### src/rtl/byte_striping_if.sv
// Byte-stream source side and lane-group publish side of the byte striper.
// The master drives the serial byte stream; the slave (the striper) drives the lanes.
interface byte_striping_if #(
  parameter int DATA_W = 8
);
  logic [DATA_W-1:0] data_in;
  logic              valid_in;
  logic [1:0]        lane_mode;
  logic              flush;
  logic [DATA_W-1:0] Lane_0;
  logic [DATA_W-1:0] Lane_1;
  logic [DATA_W-1:0] Lane_2;
  logic [DATA_W-1:0] Lane_3;
  logic [3:0]        lane_valid;
  logic              word_strobe;
  logic [1:0]        crt_3;
  logic              busy;

  modport master (
    output data_in, valid_in, lane_mode, flush,
    input  Lane_0, Lane_1, Lane_2, Lane_3, lane_valid, word_strobe, crt_3, busy
  );

  modport slave (
    input  data_in, valid_in, lane_mode, flush,
    output Lane_0, Lane_1, Lane_2, Lane_3, lane_valid, word_strobe, crt_3, busy
  );
endinterface

### src/rtl/byte_striping.sv
// Round-robin byte striper: stages serial bytes and publishes each complete
// (or flushed, padded) group of 1, 2 or 4 bytes atomically across the lanes.
module byte_striping #(
  parameter int                DATA_W   = 8,
  parameter logic [DATA_W-1:0] PAD_BYTE = DATA_W'(8'hF7)
) (
  input logic                  clk1Mhz,
  input logic                  reset,
  byte_striping_if.slave       bus
);

  typedef enum logic {
    EMPTY,
    FILLING
  } state_t;

  state_t            state_q;
  state_t            state_d;
  logic [1:0]        crt_q;
  logic [1:0]        crt_d;
  logic [1:0]        mode_q;
  logic [1:0]        eff_mode;
  logic [1:0]        last_idx;
  logic              start_group;
  logic              publish;
  logic [3:0]        mask_d;
  logic              busy_d;
  logic [DATA_W-1:0] stage_q [4];
  logic [DATA_W-1:0] group_d [4];
  logic [DATA_W-1:0] lane_q  [4];
  logic [3:0]        lane_valid_q;
  logic              strobe_q;

  // State register plus the staging, lane and mode registers it governs.
  always_ff @(posedge clk1Mhz) begin
    if (reset) begin
      state_q      <= EMPTY;
      crt_q        <= 2'd0;
      mode_q       <= 2'b10;
      strobe_q     <= 1'b0;
      lane_valid_q <= 4'b0000;
      for (int i = 0; i < 4; i++) begin
        stage_q[i] <= '0;
        lane_q[i]  <= '0;
      end
    end else begin
      state_q  <= state_d;
      crt_q    <= crt_d;
      strobe_q <= publish;
      if (bus.valid_in) begin
        stage_q[crt_q] <= bus.data_in;
      end
      if (start_group) begin
        mode_q <= bus.lane_mode;
      end
      if (publish) begin
        lane_valid_q <= mask_d;
        for (int i = 0; i < 4; i++) begin
          lane_q[i] <= group_d[i];
        end
      end
    end
  end

  // The first byte of a group sizes that group from the live lane_mode,
  // so its own completion (1-lane case) must already use the new width.
  always_comb begin
    start_group = (state_q == EMPTY) && bus.valid_in;
    eff_mode    = start_group ? bus.lane_mode : mode_q;
    unique case (eff_mode)
      2'b00:   last_idx = 2'd0;
      2'b01:   last_idx = 2'd1;
      default: last_idx = 2'd3;
    endcase

    publish = (bus.valid_in && (crt_q == last_idx)) ||
              (bus.flush && (bus.valid_in || (state_q == FILLING)));

    state_d = state_q;
    crt_d   = crt_q;
    if (publish) begin
      state_d = EMPTY;
      crt_d   = 2'd0;
    end else if (bus.valid_in) begin
      state_d = FILLING;
      crt_d   = 2'(crt_q + 2'd1);
    end
  end

  // Group assembly: already-staged slots, the byte arriving this cycle,
  // padding for unfilled active slots and zero for inactive lanes.
  always_comb begin
    busy_d = (state_q == FILLING);
    unique case (eff_mode)
      2'b00:   mask_d = 4'b0001;
      2'b01:   mask_d = 4'b0011;
      default: mask_d = 4'b1111;
    endcase
    for (int i = 0; i < 4; i++) begin
      group_d[i] = '0;
      if (2'(i) <= last_idx) begin
        if (bus.valid_in && (2'(i) == crt_q)) begin
          group_d[i] = bus.data_in;
        end else if (2'(i) < crt_q) begin
          group_d[i] = stage_q[i];
        end else begin
          group_d[i] = PAD_BYTE;
        end
      end
    end
  end

  assign bus.Lane_0      = lane_q[0];
  assign bus.Lane_1      = lane_q[1];
  assign bus.Lane_2      = lane_q[2];
  assign bus.Lane_3      = lane_q[3];
  assign bus.lane_valid  = lane_valid_q;
  assign bus.word_strobe = strobe_q;
  assign bus.crt_3       = crt_q;
  assign bus.busy        = busy_d;

endmodule

### src/flat_wrapper.sv
// flat-port wrapper written by rule: the top's interface ports become plain ports
module byte_striping_flat 
#(
  parameter int                DATA_W   = 8,
  parameter logic [DATA_W-1:0] PAD_BYTE = DATA_W'(8'hF7)
)
  (clk1Mhz, reset, bus_data_in, bus_valid_in, bus_lane_mode, bus_flush, bus_Lane_0, bus_Lane_1, bus_Lane_2, bus_Lane_3, bus_lane_valid, bus_word_strobe, bus_crt_3, bus_busy);
  byte_striping_if #(.DATA_W(DATA_W)) bus_i ();
  input logic clk1Mhz;
  input logic reset;
  input wire logic [$bits(bus_i.data_in)-1:0] bus_data_in;
  input wire logic [$bits(bus_i.valid_in)-1:0] bus_valid_in;
  input wire logic [$bits(bus_i.lane_mode)-1:0] bus_lane_mode;
  input wire logic [$bits(bus_i.flush)-1:0] bus_flush;
  output wire logic [$bits(bus_i.Lane_0)-1:0] bus_Lane_0;
  output wire logic [$bits(bus_i.Lane_1)-1:0] bus_Lane_1;
  output wire logic [$bits(bus_i.Lane_2)-1:0] bus_Lane_2;
  output wire logic [$bits(bus_i.Lane_3)-1:0] bus_Lane_3;
  output wire logic [$bits(bus_i.lane_valid)-1:0] bus_lane_valid;
  output wire logic [$bits(bus_i.word_strobe)-1:0] bus_word_strobe;
  output wire logic [$bits(bus_i.crt_3)-1:0] bus_crt_3;
  output wire logic [$bits(bus_i.busy)-1:0] bus_busy;
  assign bus_i.data_in = bus_data_in;
  assign bus_i.valid_in = bus_valid_in;
  assign bus_i.lane_mode = bus_lane_mode;
  assign bus_i.flush = bus_flush;
  assign bus_Lane_0 = bus_i.Lane_0;
  assign bus_Lane_1 = bus_i.Lane_1;
  assign bus_Lane_2 = bus_i.Lane_2;
  assign bus_Lane_3 = bus_i.Lane_3;
  assign bus_lane_valid = bus_i.lane_valid;
  assign bus_word_strobe = bus_i.word_strobe;
  assign bus_crt_3 = bus_i.crt_3;
  assign bus_busy = bus_i.busy;
  byte_striping #(.DATA_W(DATA_W), .PAD_BYTE(PAD_BYTE)) u_core (.clk1Mhz(clk1Mhz), .reset(reset), .bus(bus_i));
endmodule
### config.mk
export PLATFORM = sky130hd
export DESIGN_NAME = byte_striping_flat
export DESIGN_NICKNAME = d
export VERILOG_FILES = /design/src/rtl/byte_striping_if.sv /design/src/rtl/byte_striping.sv /design/src/flat_wrapper.sv
export SDC_FILE = /design/constraint.sdc
export NUM_CORES = 1
export LEC_CHECK = 0
export CAP_MARGIN = 10
export CORE_MARGIN = 2
export CORE_UTILIZATION = 40
export DETAILED_ROUTE_END_ITERATION = 8
export DONT_BUFFER_PORTS = 1
export HOLD_SLACK_MARGIN = 0.05
export SYNTH_ARGS = -nofsm -noshare
export SYNTH_HDL_FRONTEND = slang
export SYNTH_SLANG_ARGS = --single-unit
### constraint.sdc
create_clock -name clk1Mhz -period 2.5 [get_ports clk1Mhz]
set_input_delay 0.5 -clock clk1Mhz [delete_from_list [all_inputs] [get_ports clk1Mhz]]
set_output_delay 0.5 -clock clk1Mhz [all_outputs]
set_load 0.05 [all_outputs]
==> impl_metrics.sql <==
INSERT INTO impl_metrics (metric_group, metric, value, unit) VALUES
('final_layout', 'num_antenna_cells', '0', ''),
('clock_tree', 'cts_repair_resize_count', '0', ''),
('timing', 'worst_clock_skew', '0.007288', 'ns'),
('detailed_routing', 'avgRoutedWirePerCell', '16.94', 'um'),
('pwr', 'p_leak', '1.160', 'nW'),
('final_layout', 'syn_to_final_growth', '10.69', '%'),
('pwr', 'sw_frac_of_total', '30.00', '%'),
('timing', 'layout_setup_ws', '0.4750', 'ns'),
('die', 'num_rows', '30', ''),
('worst_hold_path', 'whs_endpoint', 'u_core.bus.lane_valid[0]', ''),
('clock_tree', 'clkSinkCount', '65', ''),
('placed_design', 'dp_slack', '0.3918', 'ns'),
('pwr', 'p_per_area', '812.5', 'nW/um^2'),
('critical_path', 'worst-endpoint-arrival', '2.21', 'ns'),
('critical_path', 'reg2reg_from', 'u_core.bus.busy', ''),
('synth', 'synth-seq-area-share', '64.39', '%'),
('grt', 'antenna_found_initial', '0', ''),
('pwr', 'netSwitchingPower', '0.7803', 'mW'),
('die', 'floorplan.initialDensity', '41.87', '%'),
('detailed_routing', 'firstDrtPassIters', '4', ''),
('placed_design', 'place.port_buffers', '0', ''),
('critical_path', 'worst_endpoint_required_time', '2.68', 'ns'),
('worst_hold_path', 'min-delay-path-class', 'in -> reg', ''),
('timing', 'finalCriticalPeriod', '2.025', 'ns'),
('timing', 'timing.max_slew.rel_slack', '64.91', '%'),
('timing', 'slew_viol_final', '0', ''),
('pwr', 'power_frac_clock', '32.0', '%'),
('final_layout', 'fill_cells', '640', ''),
('detailed_routing', 'totalWireLength', '5775', 'um'),
('run', 'cap_viol_max_count', '0', ''),
('die', 'boundaryPins', '54', ''),
('timing', 'fmax', '0.4938', 'GHz'),
('clock_tree', 'hold_fix_buffers_cts', '0', ''),
('synth', 'yosys_warnings', '0', ''),
('critical_path', 'critical_path.endpoint_type', 'flip-flop', ''),
('synth', 'mappedNetlistNets', '253', ''),
('placed_design', 'post-place-cells', '326', ''),
('final_layout', 'final_cell_mix', '56 x edfxtp_1, 28 x nor2_1, 24 x and2_1', ''),
('critical_path', 'crit_path_max_fo', '9', ''),
('detailed_routing', 'drtAntennaViolNets', '0', ''),
('placed_design', 'finalWeightedCongestion', '0.7086', ''),
('final_layout', 'postLayoutCoreUtil', '46.34', '%'),
('pwr', 'pwr-share-seq', '59.5', '%'),
('detailed_routing', 'drt_iter0_markers', '65', ''),
('status', 'status', 'finished, final reports clean', ''),
('worst_hold_path', 'hp-start', 'reset', ''),
('synth', 'synth-seq-cells', '65', ''),
('synth', 'synth_top_cell_area_share', '58.16', '%'),
('grt', 'overflow', '0', ''),
('die', 'die_height', '89.02', 'um'),
('timing', 'rsz0062_at_grt', 'no', ''),
('final_layout', 'layout.nets', '259', ''),
('clock_tree', 'clock_latency', '0.33', 'ns'),
('synth', 'synth_top_cells_by_area', 'edfxtp_1 58%, dfxtp_1 6.2%, and2_1 5.2%, nor2_1 3.6%, a21oi_2 2.4%', ''),
('synth', 'synth_area_per_cell', '12.30', 'um^2'),
('critical_path', 'worstRegToRegCells', '5', ''),
('clock_tree', 'clk_pin_slew', '0.07', 'ns'),
('die', 'dieWidth', '89.02', 'um'),
('timing', 'timing.final.crit_share', '81.00', '%'),
('detailed_routing', 'route.vias.total', '1738', ''),
('critical_path', 'crit-reg2reg-capture', 'u_core.lane_q[1][7]', ''),
('clock_tree', 'clock-root-buffer', 'clkbuf_8', ''),
('pwr', 'design_power_total', '2.601', 'mW'),
('synth', 'cell_area_synth', '2892', 'um^2'),
('timing', 'worst_pin_slew', '0.5263', 'ns'),
('die', 'die-area', '7925', 'um^2'),
('clock_tree', 'h-tree-depth', '3', ''),
('pwr', 'internal_power', '1.820', 'mW'),
('final_layout', 'finish.cell_count_without_fillers', '341', ''),
('synth', 'cell_count_after_synthesis', '235', ''),
('die', 'area_of_the_placeable_core', '6907', 'um^2');
==> sequential cells by signal, indices dropped and copies added (netlist names) <==
signal / cells
u_core.bus.crt_3: 2
u_core.bus.word_strobe: 1
u_core.bus.busy: 1
u_core.bus.lane_valid: 3
u_core.stage_q: 24
u_core.lane_q: 32
u_core.mode_q: 2
==> cell type report <==
type / instances / share of cell area [%]
Inverter: 5 / 0.5864
Timing Repair Buffer: 9 / 2.502
Clock inverter: 4 / 1.407
Sequential cell: 65 / 58.17
Multi-Input combinational cell: 151 / 29.48
Tap cell: 96 / 3.753
Clock buffer: 11 / 4.105
==> how the worst max path moves through the flow <==
stage / startpoint / end / cells after the start
after floorplan: u_core.bus.busy / u_core.lane_q[0][0] / 5
after global placement: bus_valid_in / u_core.lane_q[1][1] / 6
after detailed placement: bus_valid_in / u_core.lane_q[1][0] / 6
after CTS: u_core.bus.busy / u_core.lane_q[2][2] / 6
after global routing: u_core.bus.crt_3[1] / u_core.lane_q[0][1] / 5
final: u_core.bus.busy / u_core.lane_q[1][7] / 5
==> stage by stage <==
step,hold slack [ns],area [um^2]
3_5_place_dp,0.4957,3024
5_1_grt,0.2099,3201
6_report,0.2269,3201
3_3_place_gp,0.4828,3024
2_1_floorplan,0.4645,2894
4_1_cts,0.2138,3201
==> critical path: stages (launching register included) <==
cell and delay (ns):
dfxtp_1 0.36, mux2i_1 0.26, mux2i_2 0.36, a21oi_1 0.11, or3b_1 0.58, a21oi_2 0.21
==> cell families (layout without fill, tap and decap cells) <==
group | count (synthesis) | count (layout) | synth area share (%)
adder cells (fa/ha/maj) | 4 | 4 | 1.731
XOR/XNOR | 2 | 2 | 0.6059
AND/OR/NAND/NOR | 101 | 101 | 19.21
multiplexers | 6 | 6 | 2.207
AO/OA/AOI/OAI | 38 | 38 | 8.784
buffers and inverters | 19 | 29 | 3.072
flip-flops | 65 | 65 | 64.39
==> layer usage <==
metal	GRT usage [%]	vias to the layer above	wire length, um	share of wire, %
met5	0	-	0	0
met4	7.734	0	89	1.5
met3	3.970	10	317	5.5
met2	23.68	54	2641	46
met1	21.59	815	2727	47
li1	-	859	-	-
==> Yosys cell counts <==
cell type / n
buf_1: 2
a21o_1: 1
nand2b_1: 3
a31oi_1: 1
edfxtp_1: 56
or3b_1: 1
nand3_1: 12
nand3b_1: 7
a21oi_2: 8
a21oi_1: 4
buf_4: 2
nand2_1: 5
xnor2_1: 2
or2_2: 3
nor3_1: 11
nor3b_1: 1
clkbuf_1: 7
mux2i_1: 5
clkinv_1: 1
o21ai_0: 14
o22ai_1: 7
nor2b_1: 2
buf_2: 2
nor4b_2: 2
a31oi_4: 1
mux2i_2: 1
inv_1: 4
nor4b_1: 1
o31ai_1: 2
nor2_1: 28
and2_1: 24
buf_6: 1
dfxtp_1: 9
ha_1: 4
nand2b_2: 1
==> power by group through the flow <==
| stage | Sequential, mW | Clock, mW | Combinational [mW] |
|---|---|---|---|
| floorplan | 1.58 | 0 | 0.170 |
| finish | 1.55 | 0.831 | 0.223 |
| CTS | 1.55 | 0.843 | 0.227 |
| global route | 1.56 | 0.902 | 0.247 |
| global placement | 1.57 | 0 | 0.223 |
| detailed placement | 1.57 | 0 | 0.226 |
No activity file was read; power rests on OpenSTA's default activity.
